## src/rtl/dino_pkg.sv

```systemverilog
// Shared types and constants for the dino game-flow controller.
package dino_pkg;

   typedef enum logic [1:0] {
      IDLE = 2'd0,
      RUN  = 2'd1,
      OVER = 2'd2
   } state_t;

   typedef logic [3:0] bcd_digit_t;

   localparam bcd_digit_t BCD_NINE = 4'd9;

endpackage

```

## src/rtl/dino_bcd_inc.sv

```systemverilog
// Combinational DIGITS-wide BCD increment that holds at all-9s.
// carry_hundreds flags an increment whose carry reaches digit 2.
module dino_bcd_inc
   import dino_pkg::*;
#(
   parameter int DIGITS = 4
) (
   input  logic [4*DIGITS-1:0] value,
   output logic [4*DIGITS-1:0] next_value,
   output logic                carry_hundreds
);

   logic all_nine;
   logic carry;

   // Ripple a +1 through the digits; hold the value if every digit is already 9
   always_comb begin
      next_value     = value;
      carry          = 1'b1;
      all_nine       = 1'b1;
      carry_hundreds = 1'b0;
      for (int i = 0; i < DIGITS; i++) begin
         if (bcd_digit_t'(value[4*i +: 4]) != BCD_NINE) all_nine = 1'b0;
      end
      for (int i = 0; i < DIGITS; i++) begin
         if (carry) begin
            if (i == 2) carry_hundreds = 1'b1;
            if (bcd_digit_t'(value[4*i +: 4]) == BCD_NINE) begin
               next_value[4*i +: 4] = 4'd0;
            end else begin
               next_value[4*i +: 4] = value[4*i +: 4] + 4'd1;
               carry                = 1'b0;
            end
         end
      end
      if (all_nine) begin
         next_value     = value;
         carry_hundreds = 1'b0;
      end
   end

endmodule

```

## src/rtl/dino_game_ctrl.sv

```systemverilog
// Game-flow controller: IDLE/RUN/OVER state machine, BCD score and high score.
// Optional macro DINO_SPEEDUP_EN builds a 2-bit difficulty counter that steps
// each time the score rolls into a new hundred; otherwise speed_level is 0.
module dino_game_ctrl
   import dino_pkg::*;
#(
   parameter int DIGITS           = 4,
   parameter int SCORE_STEP_TICKS = 4,
   parameter int HOLD_TICKS       = 8
) (
   input  logic                clk,
   input  logic                reset,
   input  logic                tick,
   input  logic                jump_button,
   input  logic                collision,
   output logic                run_en,
   output logic                restart,
   output logic                game_over,
   output logic [4*DIGITS-1:0] score,
   output logic [4*DIGITS-1:0] hi_score,
   output logic [1:0]          speed_level
);

   localparam logic [7:0] PACE_LAST = 8'(SCORE_STEP_TICKS - 1);
   localparam logic [7:0] HOLD_LAST = 8'(HOLD_TICKS);

   state_t               state_q;
   state_t               state_d;
   logic                 jump_prev;
   logic                 jump_rise;
   logic [7:0]           pace_q;
   logic [7:0]           hold_q;
   logic                 start_game;
   logic                 enter_over;
   logic                 score_step;
   logic [4*DIGITS-1:0]  score_next;
   logic                 carry_hundreds;

   assign jump_rise = jump_button & ~jump_prev;

   dino_bcd_inc #(.DIGITS(DIGITS)) u_bcd_inc (
      .value          (score),
      .next_value     (score_next),
      .carry_hundreds (carry_hundreds)
   );

   // State register
   always_ff @(posedge clk or posedge reset) begin
      if (reset) state_q <= IDLE;
      else       state_q <= state_d;
   end

   // Next-state and per-cycle event decode; collision outranks scoring and jumps
   always_comb begin
      state_d    = state_q;
      start_game = 1'b0;
      enter_over = 1'b0;
      score_step = 1'b0;
      case (state_q)
         IDLE: begin
            if (jump_rise) begin
               state_d    = RUN;
               start_game = 1'b1;
            end
         end
         RUN: begin
            if (collision) begin
               state_d    = OVER;
               enter_over = 1'b1;
            end else if (tick && pace_q == PACE_LAST) begin
               score_step = 1'b1;
            end
         end
         OVER: begin
            if (hold_q == HOLD_LAST && jump_rise) begin
               state_d    = RUN;
               start_game = 1'b1;
            end
         end
         default: state_d = IDLE;
      endcase
   end

   // Registered outputs, counters, score and high score
   always_ff @(posedge clk or posedge reset) begin
      if (reset) begin
         jump_prev <= 1'b0;
         run_en    <= 1'b0;
         restart   <= 1'b0;
         game_over <= 1'b0;
         pace_q    <= 8'd0;
         hold_q    <= 8'd0;
         score     <= '0;
         hi_score  <= '0;
      end else begin
         jump_prev <= jump_button;
         restart   <= start_game;
         run_en    <= (state_d == RUN);
         game_over <= (state_d == OVER);
         if (start_game) begin
            score  <= '0;
            pace_q <= 8'd0;
            hold_q <= 8'd0;
         end else begin
            if (state_q == RUN && !collision && tick) begin
               pace_q <= (pace_q == PACE_LAST) ? 8'd0 : pace_q + 8'd1;
            end
            if (score_step) score <= score_next;
            if (enter_over) begin
               hold_q <= 8'd0;
               if (score > hi_score) hi_score <= score;
            end
            if (state_q == OVER && tick && hold_q < HOLD_LAST) begin
               hold_q <= hold_q + 8'd1;
            end
         end
      end
   end

`ifdef DINO_SPEEDUP_EN
   // Difficulty rises once per hundred points, capped at 3, cleared on restart
   always_ff @(posedge clk or posedge reset) begin
      if (reset) begin
         speed_level <= 2'd0;
      end else if (start_game) begin
         speed_level <= 2'd0;
      end else if (score_step && carry_hundreds && speed_level != 2'd3) begin
         speed_level <= speed_level + 2'd1;
      end
   end
`else
   logic unused_carry_hundreds;
   assign unused_carry_hundreds = carry_hundreds;
   assign speed_level           = 2'd0;
`endif

endmodule
```

## config.mk

```make
export PLATFORM = sky130hd
export DESIGN_NAME = dino_game_ctrl
export DESIGN_NICKNAME = d
export VERILOG_FILES = /design/src/rtl/dino_pkg.sv /design/src/rtl/dino_bcd_inc.sv /design/src/rtl/dino_game_ctrl.sv
export SDC_FILE = /design/constraint.sdc
export NUM_CORES = 1
export LEC_CHECK = 0
export ABC_AREA = 1
export CAP_MARGIN = 20
export CORE_ASPECT_RATIO = 0.9
export CORE_MARGIN = 2
export CORE_UTILIZATION = 50
export DETAILED_ROUTE_END_ITERATION = 10
export GPL_TIMING_DRIVEN = 0
export HOLD_SLACK_MARGIN = 0.12
export MAX_ROUTING_LAYER = met4
export PLACE_DENSITY = 0.79
export SLEW_MARGIN = 0
export SYNTH_ARGS = -nofsm -noshare
export SYNTH_HDL_FRONTEND = slang
export SYNTH_HIERARCHICAL = 1
export SYNTH_SLANG_ARGS = --single-unit
```

## constraint.sdc

```tcl
create_clock -name clk -period 1.6 [get_ports clk]
set_input_delay 0.32 -clock clk [delete_from_list [all_inputs] [get_ports clk]]
set_output_delay 0.32 -clock clk [all_outputs]
set_load 0.05 [all_outputs]
```

==> results of run 1 <==
[sequential cells by signal (all words and copies together), names as in the netlist]
name / flops
hi_score: 16
score: 16
hold_q: 8
pace_q: 8
state_q: 2
game_over: 1
jump_prev: 1
restart: 1
run_en: 1
[per-stage QoR]
stage | power [W] | instance area, um^2 | util | worst slack [ns]
2_1_floorplan | 0.00644 | 3500 | - | -0.159
3_3_place_gp | 0.00778 | 4010 | 0.615 | -0.295
3_5_place_dp | 0.00799 | 4030 | 0.618 | -0.314
4_1_cts | 0.0100 | 4630 | 0.711 | -0.0991
5_1_grt | 0.0121 | 4990 | 0.767 | -0.281
6_report | 0.0116 | 4990 | 0.767 | -0.253
[path summary, 6_finish.rpt]
check                                      start                       end  depth (start not counted)
setup / recovery            score[7]$_DFFE_PP0P_  hi_score[10]$_DFFE_PP0P_                          9
hold / removal                             reset       jump_prev$_DFF_PP0_                          2
hold reg to reg            hold_q[4]$_DFFE_PP0P_     hold_q[4]$_DFFE_PP0P_                          2
max in group asynchronous                  reset  hi_score[10]$_DFFE_PP0P_                          3
min in group clk                     jump_button       jump_prev$_DFF_PP0_                          1
setup reg to reg            score[7]$_DFFE_PP0P_  hi_score[10]$_DFFE_PP0P_                          9
[metal layers]
metal / track usage / wire (um)
met3: 0.0284 / 533
met5: - / 0
met4: 0.0631 / 316
met1: 0.330 / 4440
met2: 0.502 / 5600
[placed cells by master, fill, tap and decap left out, types with 2 or more instances in the layout]
cell and n:
sky130_fd_sc_hd__nor2_1 46, sky130_fd_sc_hd__conb_1 2, sky130_fd_sc_hd__nor2_4 12, sky130_fd_sc_hd__ha_2 2, sky130_fd_sc_hd__a21oi_1 3, sky130_fd_sc_hd__o21ai_1 15, sky130_fd_sc_hd__dfrtp_2 31, sky130_fd_sc_hd__nand3_2 11
sky130_fd_sc_hd__nor2_2 10, sky130_fd_sc_hd__nand4_1 10, sky130_fd_sc_hd__buf_6 17, sky130_fd_sc_hd__inv_1 39, sky130_fd_sc_hd__buf_2 7, sky130_fd_sc_hd__nor2_8 2, sky130_fd_sc_hd__nand2_1 62, sky130_fd_sc_hd__clkbuf_2 3
sky130_fd_sc_hd__xnor2_1 2, sky130_fd_sc_hd__clkdlybuf4s50_1 4, sky130_fd_sc_hd__nand3_1 32, sky130_fd_sc_hd__clkdlybuf4s15_2 7, sky130_fd_sc_hd__buf_12 2, sky130_fd_sc_hd__o21ai_2 3, sky130_fd_sc_hd__dlygate4sd2_1 14, sky130_fd_sc_hd__clkbuf_8 5
sky130_fd_sc_hd__o21ai_0 26, sky130_fd_sc_hd__nand2_2 33, sky130_fd_sc_hd__clkdlybuf4s15_1 3, sky130_fd_sc_hd__ha_4 15, sky130_fd_sc_hd__inv_2 21, sky130_fd_sc_hd__clkbuf_1 2, sky130_fd_sc_hd__ha_1 2, sky130_fd_sc_hd__dfrtp_1 23
sky130_fd_sc_hd__buf_8 3, sky130_fd_sc_hd__nand2_4 12, sky130_fd_sc_hd__clkinvlp_4 2, sky130_fd_sc_hd__xor2_1 2, sky130_fd_sc_hd__buf_4 43, sky130_fd_sc_hd__a21oi_2 2
[power breakdown]
group | switching, W | internal (W)
Sequential | 0.000550 | 0.00190
Combinational | 0.00508 | 0.00309
Clock | 0.000470 | 0.000470
Total | 0.00610 | 0.00546
[timing repair]
| item | in CTS | in global routing |
|---|---|---|
| buffers inserted | 38 | 16 |
| endpoints found under the setup margin | 72 | 52 |
| gates resized for setup | 114 | 108 |
| pin swaps | 17 | 41 |
| cloned | 2 | 1 |
[area by class of cell]
cell class | count | area [um^2]
buffer | 9 | 103
inverter | 62 | 240
clock inverter | 1 | 30.0
sequential | 54 | 1390
tap | 90 | 113
fill | 420 | 1520
timing repair buffer | 96 | 871
multi-input combinational | 312 | 2170
clock buffer | 7 | 76.3
[worst max-delay path: cells and delay by family, from the launching register on]
| kind | cells | cell delay, ns |
|---|---|---|
| buf+inv | 1 | 0.14 |
| simple gates | 7 | 0.85 |
| flops | 1 | 0.46 |
| fa+ha+maj | 1 | 0.30 |
==> results.txt, run 1 <==
Walking the worst path, the cells encountered are ha_4 -> nand2_4 -> nor2_4 -> nand4_1 -> nor2_2 -> nor2_4 -> buf_6 -> nand3_1 -> nand2_2. Across the VDD grid, the largest voltage drop is 0.000920 V. The mapped netlist covers 3350 um^2. For this block, the routed nets add up to 10,900 um of wire. Synthesis handed over a netlist of 436 instances. The worst setup path is launched from a flop. The tools report the routed via count as 3,513. The largest individual stage delay along the critical path comes from the cell sky130_fd_sc_hd__dfrtp_2. The total negative slack for setup checks was -4.35 ns.

The floorplan has 28 rows. Number of endpoints failing setup at the final stage: 26. Setup repair after global routing could not meet its margin everywhere. The die covers 7370 um^2. The routed length per instance is 17.3 um, and the worst-case register-to-register setup slack is -0.25 ns.

Remaining global-route overflow: 0. Across the run, the number of max-cap violations was 0. The largest net degree at the start of global routing came out at 31. The library cell appearing most often on the critical path was sky130_fd_sc_hd__nor2_4.

Type of the worst min-delay path: in -> async. The maximum clock frequency came out at 540 MHz. The nature of the critical path endpoint is a flop. Using the TritonRoute via totals, the vias-per-cell ratio works out to 5.57. The run gives 3,185 as the number of global-route vias before repair.

The iteration count of the initial detailed-routing pass was 6. Level count of the clock H-tree: 2. The checks that failed: negative setup slack. Hold is met by 0.400 ns. The logs give 0.514 for the effective utilization at floorplan and 2 for the maximum clock insertion buffer count. The setup path with the least slack is of type reg -> reg. The logs give 0 for the count of antenna diodes in the layout and 631 for the count of non-filler cells in the finished layout.

In this run the static leakage power is 2.39 nW. For the pin with the worst max-slew slack, the measured transition is 0.568 ns. The data required time of the critical path is 1.81 ns, and the detailed placer's ending HPWL is 5410 um.

After detailed routing, the number of remaining DRC violations is 0. A synthesized cell averages 7.69 um^2. Worst slew slack as a fraction of its limit: 0.621. Input and output buffers added on the ports amount to 39. TritonCTS built the clock tree.

The layout cell share with drive strength beyond 1 came out at 0.466. The combined global-route utilization of all metal layers is 0.273, and the number of ports placed on the die boundary is 42. The data arrival time of the worst path was 2.06 ns. Measured along the y axis, the die boundary spans 81.7 um. Buffers inserted to repair hold after CTS numbered 0. The violation count after the first detailed-route iteration came out at 286. In this run, placement finished with an instance count of 567. For this design the ratio of total power to cell area is 2310 nW/um^2. The largest fanout of any net on the critical path was 5; the final worst slack was -0.253 ns. Shortest clock period the worst path allows after layout: 1.85 ns. Clock sink count: 54. Post-route clock period utilization: 1.16. The logs give 0 for the final number of hold-violating endpoints and 0 for the final antenna-violating net count.

After clock tree synthesis, the clock-pin slew on the worst setup and hold paths is 0.11 ns. The initial antenna violation count came out at 0. The number of buffers inserted during clock tree synthesis is 5. The region available for standard cell placement spans 6520 um^2. The longest individual stage delay on the worst path is 0.46 ns. The max-slew violation count came out at 0. For the clock latency on the worst-skew pair, the log shows 0.32 ns. Clock skew on the completed layout was measured at 0.0128 ns. The run gives 15,500 um as the first-pass GRT wire length.

The tree is rooted in a sky130_fd_sc_hd__clkbuf_8. The synthesis-to-finish area growth was 49.1%. The number of nets at the end of the flow was 564. The flow ran to the end, but the final reports show violations.

The die is 90.3 um wide. Routability-driven placement finished with a final weighted congestion of 0.849. For this run, the number of Yosys warnings is 6.
Power figures use the tool's default switching activity.
==> run 2: changes to the inputs <==
ABC_AREA = not set   (was 1)
CAP_MARGIN = not set   (was 20)
CORE_UTILIZATION = 51   (was 50)
PLACE_DENSITY = 0.8   (was 0.79)
==> run 2 against run 1 <==
Compared with the run above:
- count of clock-buffer cells in the layout fell by 1
- register-to-register slack got worse by 0.36 ns
- critical path depth fell by 1
- final cell count fell by 12%
- final area fell by 0.80%
- core utilization fell by 1.0 points
- combinational power fell by 89%
- die area rose by 0.89%
- the run still ends with negative setup slack left
- largest cell class unchanged
- global-route usage fell by 1.5 points
==> results.txt, run 2 <==
The share of Yosys cell area claimed by the top area cell type was 0.392; the post-synthesis register bit count was 54. The number of global-route vias before repair is 3,042, and the shortest clock period the worst path allows after layout is 2.21 ns. The proportion of register bits with asynchronous set or reset after synthesis is 1.00. Dividing total power by cell area gives a power density of 661 nW/um^2.

The floorplan step defined a die boundary enclosing 7440 um^2. The tools report the count of non-filler cells in the finished layout as 557. The number of buffers inserted during clock tree synthesis came out at 5. For the violation count after the first detailed-route iteration, the log shows 151. The run gives -0.609 ns as the final worst slack. The startpoint identified for the worst hold timing path is jump_button. The initial antenna violation count came out at 0. After detailed routing, the number of vias per cell comes to 5.97.

Entering global routing, the biggest net connects 55 pins. The count of buffers added on input and output ports is 39. In this run the remaining antenna-violating nets after routing total 0.

The critical path starts at score[7]$_DFFE_PP0P_. Derived from the worst setup path, the maximum achievable clock frequency is 453 MHz. In this run, synthesis inferred 0 flip-flops with an integrated enable. Averaged over all synthesized cells, the footprint is 9.35 um^2. The worst hold path depth is 1, and the proportion of synthesized chip area in sequential cells is 0.392. The tools report the area used by multi-input combinational logic as 2250 um^2. STA classifies the critical path endpoint as a flop.

The critical path goes through ha_4 -> nand4_1 -> buf_4 -> or4_4 -> o21ba_4 -> buf_12 -> nand2_2 -> o211ai_2. The die is 90.7 um wide. The final number of hold-violating endpoints was 0; the layout cell share with drive strength beyond 1 was 0.450.

The worst hold path belongs to the class in -> reg. Once detailed placement completed, the half-perimeter wirelength came to 5600 um. At the worst endpoint, the required time is 1.81 ns.

The logs give 0.527 for the effective utilization at floorplan and 2 for the level count of the clock H-tree. The slowest stage of the critical path is the sky130_fd_sc_hd__dfrtp_2 cell. In this run the core area contains 28 standard-cell rows.

In the final routed layout, each cell accounts on average for 18.8 um. Once placement finished, the instance area stood at 4170 um^2. Across the VDD grid, the largest voltage drop is 0.000521 V. The mapped cell area came out at 3450 um^2.

Max-slew violation count: 0. The top cell types in the final layout, fill and taps aside, are sky130_fd_sc_hd__nand2_1, sky130_fd_sc_hd__buf_4, sky130_fd_sc_hd__nor2_1. The first global-routing pass estimated 14,800 um of wire. The largest registers in the layout are hi_score (16), score (16). The clock sink count is 54, and the final-layout fill cell count is 403.

The fraction of the mapped netlist area in compound gates came out at 0.127. Setup repair after global routing could not meet its margin everywhere. After clock tree synthesis, the flow added hold-fix buffers numbering 0.

Of all nets on the critical path, the largest fanout is 10. The final reports fail on negative setup slack. The worst register-to-register path begins at score[7]$_DFFE_PP0P_. Synthesis produced a netlist whose cell count is 369. The run gives 0.33 ns as the clock latency on the worst-skew pair. The logs give 2 for the maximum clock insertion buffer count and -1.09 ns for the worst setup timing slack at the placement stage.

In this design, the stage delay of the slowest critical-path cell is 0.45 ns. The adder-cell area share of the yosys netlist was 0.0689; the iteration count of the initial detailed-routing pass was 5. The dominant combinational cell family by area after synthesis is simple AND/OR/NAND/NOR gates.

The worst setup path is launched from a flop. The dominant delay contributor by cell family on the critical path is simple AND/OR/NAND/NOR gates. The run gives 2.50 nW as the static power due to leakage. The routed via count was 3,327.

The area fraction in and, or, nand and nor cells after synthesis came out at 0.262. After detailed placement, the design holds a cell count of 499. Critical path class: reg -> reg. The worst slew slack as a fraction of its limit is 0.186. The post-synthesis xor/xnor area fraction works out to 0.0330. The post-route clock period utilization was 1.38; the synthesis-to-finish area growth was 43.6%.

The tree is rooted in a sky130_fd_sc_hd__clkbuf_8. Summing internal, switching and leakage power gives 0.00327 W. At the pin with the least slew margin, the transition time is 1.22 ns. By instance count, the leading cell after synthesis is sky130_fd_sc_hd__dfrtp_1.

In the synthesized netlist the dominant register cell turns out to be sky130_fd_sc_hd__dfrtp_1. 42 I/O pins were placed. For the combined global-route utilization of all metal layers, the log shows 0.258. The flow ran to the end, but the final reports show violations. Data on the critical path arrives at its endpoint at 2.41 ns. The final routed DRC violation total came out at 0. Counting buffers and inverters, the worst setup path is 8 cells deep. The run gives 0 as the number of max-capacitance violations reported. For this run, the post-layout net count is 490. The congestion estimate from routability-driven global placement came to 0.867. The tools report the total non-filler cell area in the finished layout as 4950 um^2.

The total negative slack for setup checks is -16.80 ns, and the total number of yosys warnings is 6. The number of antenna diodes in the final layout is 0. Largest area contributor in the synthesized netlist: sky130_fd_sc_hd__dfrtp_1. The number of buffers and inverters on the critical path is 2. Clock-pin slew was measured on the worst setup and hold paths at 0.11 ns. The total area inside the core boundary comes to 6550 um^2.

Counting cells, the worst reg-to-reg path comes to 8. After synthesis, the netlist uses 67 different library cells. The number of endpoints failing setup at the final stage is 44. For the combined flip-flop and latch cell area, the log shows 1390 um^2. Counting instances in the post-synthesis netlist gives the leading cell types as sky130_fd_sc_hd__dfrtp_1, sky130_fd_sc_hd__nand2_1, sky130_fd_sc_hd__nor2_1.

TritonCTS built the clock tree. The floorplan die height works out to 82.0 um. The total overflow left after global routing is 0. The setup clock skew after layout is 0.00949 ns, and the wire length after detailed routing is 10,500 um.

The multiplexer fraction of the synthesized cell area is 0.0526. By area the synthesized netlist is led by sky130_fd_sc_hd__dfrtp_1, sky130_fd_sc_hd__ha_1, sky130_fd_sc_hd__nand2_1, sky130_fd_sc_hd__mux2i_1, sky130_fd_sc_hd__nor2_1.
## run 2: changes by cell type in the layout (fill, tap and decap cells not counted), sizes merged, moves of 6 or more
cell | before | now
a21oi | 6 | 12
inv | 60 | 20
mux2i | 0 | 17
nand2 | 108 | 51
nand3 | 44 | 7
nand4 | 11 | 24
nor2 | 70 | 41
nor3 | 1 | 9
o211ai | 0 | 16
o21ai | 45 | 10
## run 2: final timing paths
check / end / slack [ns]
max in group asynchronous: hi_score[15]$_DFFE_PP0P_ / 0.26
worst min register to register: hold_q[2]$_DFFE_PP0P_ / 0.53
worst max-delay path: hi_score[8]$_DFFE_PP0P_ / -0.61
worst min-delay path: jump_prev$_DFF_PP0_ / 0.18
worst max register to register: hi_score[8]$_DFFE_PP0P_ / -0.61
min in group asynchronous: pace_q[7]$_DFFE_PP0P_ / 0.63
## run 2: power by group
group	total, W	internal, W	switching, W
clock network	0.000860	0.000358	0.000502
registers	0.00154	0.00145	0.0000857
logic	0.000874	0.000385	0.000489
total	0.00327	0.00220	0.00108
## run 2: per-layer routing
layer | wire, um | track usage | vias up
met5 | 0 | - | -
met4 | 242 | 0.0985 | 0
met3 | 599 | 0.0358 | 29
met2 | 5330 | 0.421 | 156
met1 | 4290 | 0.332 | 1645
li1 | - | - | 1497
## run 2: area by class of cell
class / count / share of cell area
clock inverter: 2 / 0.00354
multi-input combinational: 277 / 0.455
clock buffer: 6 / 0.0167
buffer: 13 / 0.0295
inverter: 22 / 0.0199
timing repair buffer: 93 / 0.172
sequential: 54 / 0.280
tap: 90 / 0.0227
## run 2: what timing repair did
action	CTS	global route
resized for setup	103	88
pin swaps	19	31
gates cloned	2	2
setup buffers	27	24
endpoints found under the setup margin	86	58
## run 2: metrics by stage
stage                     utilization  hold WS (ns)
after floorplan                     -         0.351
final                           0.756         0.179
after global routing            0.756         0.161
after global placement          0.636         0.502
after CTS                       0.698         0.481
after detailed placement        0.636         0.509
## run 2: cells by family after synthesis
group,after synthesis
other cells,1
buf+inv,39
flops,54
mux,18
simple gates,171
compound gates,54
fa+ha+maj,19
xor+xnor,13
